### src/rtl/uart_tx_port_pkg.sv
// rtl/uart_tx_port_pkg.sv - shared FSM encodings, defaults and sizing helper for uart_tx_port
package uart_tx_port_pkg;

    typedef enum logic [2:0] {
        ST_IDLE   = 3'd0,
        ST_START  = 3'd1,
        ST_DATA   = 3'd2,
        ST_PARITY = 3'd3,
        ST_STOP   = 3'd4
    } tx_state_e;

    localparam int unsigned DEFAULT_WIDTH        = 8;
    localparam int unsigned DEFAULT_DEPTH_LOG2   = 2;
    localparam int unsigned DEFAULT_CLKS_PER_BIT = 16;

    // Bits needed for a down-counter that holds values 0..n-1.
    function automatic int unsigned cnt_width(input int unsigned n);
        return (n <= 2) ? 1 : $clog2(n);
    endfunction

endpackage

### src/rtl/uart_tx_port_if.sv
// rtl/uart_tx_port_if.sv - CPU port-write interface (we/wd plus status) for uart_tx_port
interface uart_tx_port_if #(
    parameter int unsigned WIDTH = 8
);
    logic             we;
    logic [WIDTH-1:0] wd;
    logic             full;
    logic             empty;
    logic             busy;
    logic             overflow;

    modport master (output we, wd, input full, empty, busy, overflow);
    modport slave  (input we, wd, output full, empty, busy, overflow);
endinterface

### src/rtl/uart_tx_port_fifo.sv
// rtl/uart_tx_port_fifo.sv - sync_fifo: small synchronous FIFO with registered full/empty
module sync_fifo #(
    parameter int unsigned WIDTH      = 8,
    parameter int unsigned DEPTH_LOG2 = 2
) (
    input  logic             clk,
    input  logic             reset,
    input  logic             push,
    input  logic             pop,
    input  logic [WIDTH-1:0] din,
    output logic [WIDTH-1:0] dout,
    output logic             full,
    output logic             empty
);
    localparam int unsigned DEPTH = 1 << DEPTH_LOG2;

    logic [WIDTH-1:0]      mem_q [DEPTH];
    logic [DEPTH_LOG2-1:0] wr_ptr_q, wr_ptr_d;
    logic [DEPTH_LOG2-1:0] rd_ptr_q, rd_ptr_d;
    logic [DEPTH_LOG2:0]   count_q, count_d;
    logic                  full_q, full_d;
    logic                  empty_q, empty_d;
    logic                  do_push, do_pop;

    always_comb begin
        do_push  = push & ~full_q;
        do_pop   = pop & ~empty_q;
        wr_ptr_d = wr_ptr_q;
        rd_ptr_d = rd_ptr_q;
        count_d  = count_q;
        if (do_push) wr_ptr_d = wr_ptr_q + 1'b1;
        if (do_pop)  rd_ptr_d = rd_ptr_q + 1'b1;
        case ({do_push, do_pop})
            2'b10:   count_d = count_q + 1'b1;
            2'b01:   count_d = count_q - 1'b1;
            default: count_d = count_q;
        endcase
        full_d  = (count_d == (DEPTH_LOG2+1)'(DEPTH));
        empty_d = (count_d == '0);
    end

    always_ff @(posedge clk or posedge reset) begin
        if (reset) begin
            wr_ptr_q <= '0;
            rd_ptr_q <= '0;
            count_q  <= '0;
            full_q   <= 1'b0;
            empty_q  <= 1'b1;
        end else begin
            wr_ptr_q <= wr_ptr_d;
            rd_ptr_q <= rd_ptr_d;
            count_q  <= count_d;
            full_q   <= full_d;
            empty_q  <= empty_d;
        end
    end

    // Storage needs no reset: the pointers alone define what is valid.
    always_ff @(posedge clk) begin
        if (do_push) mem_q[wr_ptr_q] <= din;
    end

    assign dout  = mem_q[rd_ptr_q];
    assign full  = full_q;
    assign empty = empty_q;

endmodule

### src/rtl/uart_tx_port.sv
// rtl/uart_tx_port.sv - CPU write port feeding a FIFO and an async serial transmitter
// Optional even-parity bit after the data bits when UART_TX_PARITY_EN is defined.
module uart_tx_port
    import uart_tx_port_pkg::*;
#(
    parameter int unsigned WIDTH        = DEFAULT_WIDTH,
    parameter int unsigned DEPTH_LOG2   = DEFAULT_DEPTH_LOG2,
    parameter int unsigned CLKS_PER_BIT = DEFAULT_CLKS_PER_BIT
) (
    input  logic            clk,
    input  logic            reset,
    uart_tx_port_if.slave   cpu,
    output logic            tx
);
    localparam int unsigned TW = cnt_width(CLKS_PER_BIT);
    localparam int unsigned BW = cnt_width(WIDTH);
    localparam logic [TW-1:0] TMAX     = TW'(CLKS_PER_BIT - 1);
    localparam logic [BW-1:0] LAST_BIT = BW'(WIDTH - 1);

    tx_state_e        state_q, state_d;
    logic [TW-1:0]    timer_q, timer_d;
    logic [BW-1:0]    bit_q, bit_d;
    logic [WIDTH-1:0] shift_q, shift_d;
    logic             tx_q, tx_d;
    logic             busy_q, busy_d;
    logic             overflow_q, overflow_d;
`ifdef UART_TX_PARITY_EN
    logic             parity_q, parity_d;
`endif

    logic             fifo_pop;
    logic [WIDTH-1:0] fifo_dout;
    logic             fifo_full;
    logic             fifo_empty;
    logic             timer_done;

    sync_fifo #(
        .WIDTH      (WIDTH),
        .DEPTH_LOG2 (DEPTH_LOG2)
    ) u_fifo (
        .clk   (clk),
        .reset (reset),
        .push  (cpu.we),
        .pop   (fifo_pop),
        .din   (cpu.wd),
        .dout  (fifo_dout),
        .full  (fifo_full),
        .empty (fifo_empty)
    );

    always_comb begin
        state_d    = state_q;
        timer_d    = timer_q;
        bit_d      = bit_q;
        shift_d    = shift_q;
        tx_d       = tx_q;
        fifo_pop   = 1'b0;
`ifdef UART_TX_PARITY_EN
        parity_d   = parity_q;
`endif
        // full is the pre-edge registered value, so a write racing a pop still counts as dropped.
        overflow_d = overflow_q | (cpu.we & fifo_full);
        timer_done = (timer_q == '0);

        case (state_q)
            ST_IDLE: begin
                tx_d = 1'b1;
                if (!fifo_empty) begin
                    fifo_pop = 1'b1;
                    shift_d  = fifo_dout;
`ifdef UART_TX_PARITY_EN
                    parity_d = ^fifo_dout;
`endif
                    tx_d     = 1'b0;
                    timer_d  = TMAX;
                    state_d  = ST_START;
                end
            end
            ST_START: begin
                if (timer_done) begin
                    tx_d    = shift_q[0];
                    timer_d = TMAX;
                    bit_d   = '0;
                    state_d = ST_DATA;
                end else begin
                    timer_d = timer_q - 1'b1;
                end
            end
            ST_DATA: begin
                if (timer_done) begin
                    timer_d = TMAX;
                    if (bit_q == LAST_BIT) begin
`ifdef UART_TX_PARITY_EN
                        tx_d    = parity_q;
                        state_d = ST_PARITY;
`else
                        tx_d    = 1'b1;
                        state_d = ST_STOP;
`endif
                    end else begin
                        bit_d   = bit_q + 1'b1;
                        shift_d = shift_q >> 1;
                        tx_d    = shift_d[0];
                    end
                end else begin
                    timer_d = timer_q - 1'b1;
                end
            end
`ifdef UART_TX_PARITY_EN
            ST_PARITY: begin
                if (timer_done) begin
                    tx_d    = 1'b1;
                    timer_d = TMAX;
                    state_d = ST_STOP;
                end else begin
                    timer_d = timer_q - 1'b1;
                end
            end
`endif
            ST_STOP: begin
                tx_d = 1'b1;
                if (timer_done) begin
                    state_d = ST_IDLE;
                end else begin
                    timer_d = timer_q - 1'b1;
                end
            end
            default: begin
                tx_d    = 1'b1;
                state_d = ST_IDLE;
            end
        endcase

        busy_d = (state_d != ST_IDLE);
    end

    always_ff @(posedge clk or posedge reset) begin
        if (reset) begin
            state_q    <= ST_IDLE;
            timer_q    <= '0;
            bit_q      <= '0;
            shift_q    <= '0;
            tx_q       <= 1'b1;
            busy_q     <= 1'b0;
            overflow_q <= 1'b0;
`ifdef UART_TX_PARITY_EN
            parity_q   <= 1'b0;
`endif
        end else begin
            state_q    <= state_d;
            timer_q    <= timer_d;
            bit_q      <= bit_d;
            shift_q    <= shift_d;
            tx_q       <= tx_d;
            busy_q     <= busy_d;
            overflow_q <= overflow_d;
`ifdef UART_TX_PARITY_EN
            parity_q   <= parity_d;
`endif
        end
    end

    assign tx           = tx_q;
    assign cpu.full     = fifo_full;
    assign cpu.empty    = fifo_empty;
    assign cpu.busy     = busy_q;
    assign cpu.overflow = overflow_q;

endmodule

### src/flat_wrapper.sv
// flat-port wrapper written by rule: the top's interface ports become plain ports
module uart_tx_port_flat import uart_tx_port_pkg::*;
#(
    parameter int unsigned WIDTH        = DEFAULT_WIDTH,
    parameter int unsigned DEPTH_LOG2   = DEFAULT_DEPTH_LOG2,
    parameter int unsigned CLKS_PER_BIT = DEFAULT_CLKS_PER_BIT
)
  (clk, reset, tx, cpu_we, cpu_wd, cpu_full, cpu_empty, cpu_busy, cpu_overflow);
  uart_tx_port_if #(.WIDTH(WIDTH)) cpu_i ();
  input  logic clk;
  input  logic reset;
  output logic tx;
  input wire logic [$bits(cpu_i.we)-1:0] cpu_we;
  input wire logic [$bits(cpu_i.wd)-1:0] cpu_wd;
  output wire logic [$bits(cpu_i.full)-1:0] cpu_full;
  output wire logic [$bits(cpu_i.empty)-1:0] cpu_empty;
  output wire logic [$bits(cpu_i.busy)-1:0] cpu_busy;
  output wire logic [$bits(cpu_i.overflow)-1:0] cpu_overflow;
  assign cpu_i.we = cpu_we;
  assign cpu_i.wd = cpu_wd;
  assign cpu_full = cpu_i.full;
  assign cpu_empty = cpu_i.empty;
  assign cpu_busy = cpu_i.busy;
  assign cpu_overflow = cpu_i.overflow;
  uart_tx_port #(.WIDTH(WIDTH), .DEPTH_LOG2(DEPTH_LOG2), .CLKS_PER_BIT(CLKS_PER_BIT)) u_core (.clk(clk), .reset(reset), .cpu(cpu_i), .tx(tx));
endmodule
### config.mk
export PLATFORM = sky130hd
export DESIGN_NAME = uart_tx_port_flat
export DESIGN_NICKNAME = d
export VERILOG_FILES = /design/src/rtl/uart_tx_port_pkg.sv /design/src/rtl/uart_tx_port_if.sv /design/src/rtl/uart_tx_port_fifo.sv /design/src/rtl/uart_tx_port.sv /design/src/flat_wrapper.sv
export SDC_FILE = /design/constraint.sdc
export NUM_CORES = 1
export LEC_CHECK = 0
export ABC_AREA = 1
export ABC_CLOCK_PERIOD_IN_PS = 4430
export BUFFER_PORTS_ARGS = -buffer_cell sky130_fd_sc_hd__buf_4
export CELL_PAD_IN_SITES_DETAIL_PLACEMENT = 0
export CELL_PAD_IN_SITES_GLOBAL_PLACEMENT = 1
export CORE_ASPECT_RATIO = 0.9
export CORE_MARGIN = 2
export CORE_UTILIZATION = 51
export CTS_CLUSTER_SIZE = 24
export DETAILED_ROUTE_END_ITERATION = 7
export PLACE_DENSITY_LB_ADDON = 0.12
export RECOVER_POWER = 100
export SLEW_MARGIN = 20
export SYNTH_ARGS = -nofsm -noshare
export SYNTH_HDL_FRONTEND = slang
export SYNTH_SLANG_ARGS = --single-unit
### constraint.sdc
create_clock -name clk -period 4.43 [get_ports clk]
set_input_delay 0.2215 -clock clk [delete_from_list [all_inputs] [get_ports clk]]
set_output_delay 0.2215 -clock clk [all_outputs]
set_load 0.02 [all_outputs]
==> impl_results.md, run 1 <==
* Status: finished, violations left
* Violated checks: max-capacitance violations, max-slew violations
* Yosys top cell area share at 0.338
* Reg2reg start: u_core.u_fifo.empty
* Switching power share of the total at 0.263
* CTS root buffer: clkbuf_8
* FMAX at 0.441 GHz
* Core box area at 5320 sq um
* Period minus WS final at 2.27 ns
* Row cnt at 25
* Post-DP HPWL at 3.55 mm
* Synth Area in Adders at 0.0423
* Pre-CTS setup slack at 2.20 ns
* Worst Path Required at 4.71 ns
* Ports at 16
* Maxcap violations at 1
* FF-to-FF path depth at 10
* Yosys reg bits at 62
* GPL Wtd Cong at 0.804
* # fillers at 479
* Via-to-Cell Ratio at 5.01
* Pins over their slew limit at 31
* Gr usage total at 0.196
* Clock power frac at 0.378
* Placed cell count at 370
* Rel. slew slack at -0.107
* Chip Height at 74.8 um
* VDD IR max at 342 uV
* Congestion Overflow GR at 0
* Clk sinks at 62
* Setup total negative slack at 0 ns
* WHS Endpoint: u_core.cpu.overflow
* Syn Area/Cell at 9.69 sq um
* Kind of critical path: flip-flop to flip-flop
* Largest net degree at the start of global routing at 31
* Seq pwr share at 0.500
* Internal power at 0.00108 W
* Crit. End Element: flip-flop
* Actual slew at the worst max-slew pin at 1.66 ns
* Via count at 1,938
* Post-synthesis cell area at 2840 sq um
* Crit path DAT at 2.54 ns
* Yosys top cell by area: edfxtp_1
* Hold Startpoint: cpu_we
* Comb pwr share at 0.122
* Total CTS buffers at 9
* CTS tree: built
* Total Wirelength at 5.32 mm
* YS warnings at 0
* RSZ-0062 raised after global routing: no
* Final Skew at 0.00719 ns
* Starting Density at 0.534
* Layout cell share with drive strength beyond 1 at 0.0906
* Hold Fails Final Rpt at 0
* Setup violations, final at 0
* Final Non-Filler Cells at 387
* Routed Antenna Nets at 0
* WL per Instance at 13.8 um
* Largest family of logic cells by synthesized area: simple AND/OR/NAND/NOR gates
* Antenna violations before repair at 0
* Worst-case clock buffer depth at 2
* Global-route wire length before repair at 8.54 mm
* Switching power at 0.000384 W
* Cell variety after synth at 27
* H-Tree Level Count at 3
* Startpoint types: flip-flop
* Reg-to-reg endpoint: u_core.u_fifo.full
* DRT iter0 DRCs at 126
* DRT Pass-1 Iters at 4
* Diode count at 0
* Net Count, Synth at 313
* Clock insertion delay at the later pin of the skew report at 0.34 ns
* Hold Crit Depth at 2
* Postcts setup bufs at 0
* Xor/xnor share of the synthesized area at 0.0185
* Crit-path max FO at 4
* Number of global-route vias before repair at 1,772
* Syn-to-layout area delta at 11.5%
* Die area at 6180 sq um
* Power per cell area at 461 nW/um^2
* Drt drc at 0
* Hold Path Class: input pin to flip-flop
* Buffers on Ports at 15
* R2R setup slack at 2.16 ns
* Gate Count Post-Synth at 293
* Sequential fraction of the synthesis area at 0.604
* Post-Synth Simple-Gate Area at 0.244
* P_leak at 1.44 nW
* Mux contribution to synthesized area at 0
* Synth top area cells: edfxtp_1 34%, dfrtp_1 25%, nand2_1 13%, nand3_1 5.6%, ha_1 3.5%
* Nets at 335
* Fin crit share at 0.512
* Die Wd at 82.7 um
* Synth Area in Compound Gates at 0.0383
* Final WS setup at 2.16 ns
* Clock Pin Slew Worst Setup and Hold Paths at 0.07 ns
[critical path, stage by stage (launching register included)]
cell     delay (ns)
dfstp_1        0.56
inv_1          0.05
nand3_1        0.16
inv_1          0.06
ha_1           0.21
fa_1           0.39
or2_2          0.30
nand2_1        0.08
xor2_1         0.22
inv_1          0.06
nor2_1         0.10
[sequential cells by signal, summed over array words and instances, names as in the netlist]
register	cells
u_core.timer_q	4
u_core.u_fifo.wr_ptr_q	2
u_core.shift_q	8
u_core.u_fifo.count_q	3
u_core.cpu.overflow	1
u_core.u_fifo.empty	1
u_core.bit_q	3
u_core.cpu.busy	1
u_core.state_q	3
u_core.u_fifo.full	1
u_core.tx	1
u_core.u_fifo.mem_q	32
u_core.u_fifo.rd_ptr_q	2
[cell usage in the layout (no fill, tap or decap), types with 2 or more instances in the layout]
cell        count
o21ai_0        14
xnor2_1         2
xor2_1          4
inv_2           2
edfxtp_1       32
nand2_2         2
nand2_1       101
clkbuf_8        9
ha_1            8
clkinvlp_4      2
inv_1          27
a21oi_1         4
clkbuf_1       13
buf_4           2
or2_2           3
nor2_1         15
bufinv_16       2
dfrtp_1        28
nand4_1         4
nand3_1        33
[cell type report]
cell class	count	area, sq um	share of cell area
timing repair buffer	17	81.3	0.0257
clock buffer	9	124	0.0391
multi-input combinational	196	956	0.302
inverter	29	109	0.0344
sequential	62	1710	0.542
tap	67	83.8	0.0265
clock inverter	7	97.6	0.0308
[synthesized netlist by cell type]
library cell / instances
nand2_1: 100
edfxtp_1: 32
nand3_1: 32
dfrtp_1: 28
inv_1: 26
nor2_1: 13
o21ai_0: 12
ha_1: 8
a21oi_1: 4
nand4_1: 4
xor2_1: 4
buf_4: 3
inv_2: 3
nand2_2: 3
o21ai_1: 3
or2_2: 3
buf_2: 2
dfstp_2: 2
nor2_2: 2
xnor2_1: 2
a21o_1: 1
buf_6: 1
fa_1: 1
nand2_4: 1
nand3_2: 1
nor2_4: 1
o22ai_1: 1
[repair_timing]
| item | CTS | global route |
|---|---|---|
| gates resized for setup | 0 | 0 |
| endpoints found under the hold margin | 28 | 0 |
| hold buffers | 1 | 0 |
[power groups by stage]
| stage | clock, W | sequential (W) | combinational, W |
|---|---|---|---|
| final | 0.000553 | 0.000730 | 0.000178 |
| after global routing | 0.000584 | 0.000738 | 0.000206 |
| after CTS | 0.000564 | 0.000732 | 0.000190 |
| after detailed placement | 0 | 0.000743 | 0.000189 |
| after global placement | 0 | 0.000740 | 0.000185 |
| after floorplan | 0 | 0.000742 | 0.000127 |
[per-layer routing]
metal	wire length, um	vias up	global-route usage
met3	208	7	0.0719
li1	-	1003	-
met5	0	-	0
met2	2340	28	0.289
met1	2690	900	0.268
met4	80	0	0.0765
[per-stage QoR]
| step | power, W | hold WS, ns | instance area (sq um) | util |
|---|---|---|---|---|
| 6_report | 0.00146 | 0.0814 | 3170 | 0.595 |
| 5_1_grt | 0.00153 | 0.0701 | 3170 | 0.595 |
| 4_1_cts | 0.00149 | 0.0583 | 3230 | 0.608 |
| 3_5_place_dp | 0.000932 | 0.337 | 3000 | 0.564 |
| 3_3_place_gp | 0.000925 | 0.328 | 3000 | 0.564 |
| 2_1_floorplan | 0.000869 | 0.311 | 2840 | - |
[cell families after synthesis]
kind of cell / Yosys count
flops: 62
buf+inv: 35
compound gates: 21
xor+xnor: 6
fa+ha+maj: 9
simple gates: 160
[worst max-delay path by stage]
stage,startpoint,end,slack (ns),cells after the start
after floorplan,u_core.u_fifo.empty,u_core.u_fifo.full,2.29,10
after global placement,u_core.u_fifo.empty,u_core.u_fifo.full,2.25,10
after detailed placement,u_core.u_fifo.empty,u_core.u_fifo.full,2.20,10
after CTS,u_core.u_fifo.empty,u_core.u_fifo.full,2.16,10
after global routing,u_core.u_fifo.empty,u_core.u_fifo.full,1.95,10
final,u_core.u_fifo.empty,u_core.u_fifo.full,2.16,10
Power figures use the tool's default switching activity.
==> run 2: changes to the inputs <==
Settings changed: ABC_CLOCK_PERIOD_IN_PS 4430 to 2000, CORE_UTILIZATION 51 to 42.
Clock period 4.43 ns to 2 ns, I/O delays scaled along.
==> run 2 against run 1 <==
The run now ends clean; sequential cell count is the same; sequential share of layout area shrank 4.7 points; routed wire length grew 4.0%; setup slack lost 2.1 ns; clock-buffer cell count is the same; clock power grew 120%; sequential power grew 120%; critical path depth is the same; clock skew grew 0.0026 ns; combinational power grew to 3.0 times the previous value; core utilization shrank 6.6 points; maximum frequency grew 18%; largest power group unchanged.
==> impl_results.md, run 2 (synthesized netlist as in run 1, its figures left out) <==
* Startpoint types: flip-flop
* Syn-to-layout area delta at 22.1%
* Clock insertion delay at the later pin of the skew report at 0.34 ns (about the same)
* Worst-case clock buffer depth at 2 (unchanged)
* Core box area at 6550 sq um (+23%)
* Nets at 362 (+8.1%)
* Routed Antenna Nets at 0 (unchanged)
* Congestion Overflow GR at 0 (unchanged)
* Clock Pin Slew Worst Setup and Hold Paths at 0.07 ns (about the same)
* Max FFs per register at 32 (unchanged)
* Die Wd at 90.7 um (+9.7%)
* # fillers at 643 (+34%)
* GPL Wtd Cong at 0.782 (-2.8%)
* Commonest non-fill, non-tap cell in the layout: nand2_1
* Met1 GRT Util at 0.227 (-0.0405)
* Drt drc at 0 (unchanged)
* Number of global-route vias before repair at 1,997 (+13%)
* Worst hold slack at 0.462 ns (+0.381 ns)
* PnR Total Power at 0.00336 W (+130%)
* VDD IR max at 619 uV (+81%)
* Buffers on Ports at 15 (unchanged)
* Gr usage total at 0.170 (-0.0263)
* Met3 GRT Util at 0.0615 (-0.0105)
* Row cnt at 28 (+12%)
* Top flop regs: u_core.u_fifo.mem_q x32, u_core.shift_q x8, u_core.timer_q x4
* Total Wirelength at 5.54 mm (+4.0%)
* Hold Crit Depth at 1 (-1)
* DRT Pass-1 Iters at 4 (unchanged)
* Worst Path Required at 2.28 ns (-2.43 ns)
* P_leak at 1.54 nW (+7.4%)
* CTS root buffer: clkbuf_8
* Hold Startpoint: u_core.cpu.overflow
* Crit. End Element: flip-flop
* GRT busiest layer: met2
* Post-DP HPWL at 3.76 mm (+5.8%)
* Reg2reg start: u_core.u_fifo.empty
* Rel. slew slack at 0.491 (+0.598)
* Pins over their slew limit at 0 (-100%)
* Reg-to-reg endpoint: u_core.u_fifo.full
* Reg with most FFs: u_core.u_fifo.mem_q
* RSZ-0062 raised after global routing: yes
* Ports at 16 (unchanged)
* Maxcap violations at 0 (-1)
* Period minus WS final at 1.93 ns (-0.339 ns)
* Fin crit share at 0.965 (+0.453)
* Largest net degree at the start of global routing at 31 (unchanged)
* Clk sinks at 62 (unchanged)
* WHS Endpoint: u_core.cpu.overflow
* Setup violations, final at 0 (unchanged)
* Diode count at 0 (unchanged)
* DRT iter0 DRCs at 187 (+48%)
* Antenna violations before repair at 0 (unchanged)
* CTS tree: built
* Starting Density at 0.434 (-0.101)
* Total CTS buffers at 9 (unchanged)
* FMAX at 0.518 GHz (+18%)
* Status: complete, no violations
* Global-route wire length before repair at 9.44 mm (+11%)
* Crit-path max FO at 3 (-1)
* Hold Path Class: flip-flop to flip-flop
* R2R setup slack at 0.07 ns (-2.09 ns)
* Via count at 2,052 (+5.9%)
* Beginning of the critical path: u_core.u_fifo.empty
* Layout cell share with drive strength beyond 1 at 0.156 (+0.0650)
* Via-to-Cell Ratio at 4.70 (-6.2%)
* WL per Instance at 12.7 um (-7.9%)
* FF-to-FF path depth at 10 (unchanged)
* Met2 usage at 0.254 (-0.0349)
* Hold Fails Final Rpt at 0 (unchanged)
* Crit path DAT at 2.21 ns (-0.33 ns)
* Die area at 7440 sq um (+20%)
* H-Tree Level Count at 3 (unchanged)
* Chip Height at 82.0 um (+9.7%)
* Final Skew at 0.00983 ns (+0.00264 ns)
* Most frequent cells in the layout: 99 x nand2_1, 32 x edfxtp_1, 31 x nand3_1
* Power per cell area at 969 nW/um^2 (+110%)
* Actual slew at the worst max-slew pin at 0.763 ns (-0.897 ns)
* Kind of critical path: flip-flop to flip-flop
## run 2: cell count changes in the layout (fill, tap and decap cells not counted), moves of 3 or more
cell,change
inv_1,-3
inv_2,+3
clkbuf_1,+6
nor2_1,-3
dlygate4sd3_1,+9
buf_4,+10
## run 2: timing repair
action                     in CTS  in global routing
setup endpoints to repair       1                  3
hold endpoints to repair       61                  0
resized for setup               3                  8
hold buffers                   10                  0
setup buffers                   1                  1
pin swaps                       1                  3
## run 2: power by group
part	internal (W)	switching (W)
Sequential	0.00155	0.0000692
Combinational	0.000222	0.000312
Clock	0.000705	0.000507
## run 2: worst max-delay path by stage
stage	end	slack, ns
after floorplan	u_core.u_fifo.full	0.0008
after global placement	u_core.u_fifo.full	0.02
after detailed placement	u_core.u_fifo.full	-0.01
after CTS	u_core.u_fifo.full	0.007
after global routing	u_core.u_fifo.full	-0.03
final	u_core.u_fifo.full	0.07
## run 2: per-stage QoR
| stage | setup WS [ns] | instance area, sq um | util | std cells | TNS [ns] |
|---|---|---|---|---|---|
| after global routing | -0.0316 | 3470 | 0.529 | 437 | -0.0610 |
| after CTS | 0.00668 | 3500 | 0.534 | 436 | 0 |
| after detailed placement | -0.0146 | 3160 | 0.482 | 409 | -0.0146 |
| after global placement | 0.0236 | 3160 | 0.482 | 409 | 0 |
| final | 0.0697 | 3470 | 0.529 | 437 | 0 |
| after floorplan | 0.000817 | 2850 | - | 293 | 0 |
## run 2: per-layer routing
layer | vias to the layer above | share of wire
li1 | 1053 | -
met1 | 951 | 0.49
met2 | 41 | 0.44
met3 | 7 | 0.053
met4 | 0 | 0.017
met5 | - | 0
## run 2: worst max-delay path, stage by stage, from the launching register on
cell and delay, ns:
dfstp_2 0.54, inv_2 0.03, nand3_2 0.07, inv_2 0.05, ha_4 0.16, fa_2 0.35, or2_4 0.27, nand2_4 0.08
xor2_4 0.16, inv_1 0.07, nor2_2 0.09
## run 2: final cells by class
class | instances | area (sq um) | share of cell area
tap | 90 | 113 | 0.0325
sequential | 62 | 1710 | 0.494
timing repair buffer | 44 | 282 | 0.0812
clock inverter | 7 | 96.3 | 0.0278
multi-input combinational | 196 | 1030 | 0.297
clock buffer | 9 | 124 | 0.0357
inverter | 29 | 109 | 0.0314
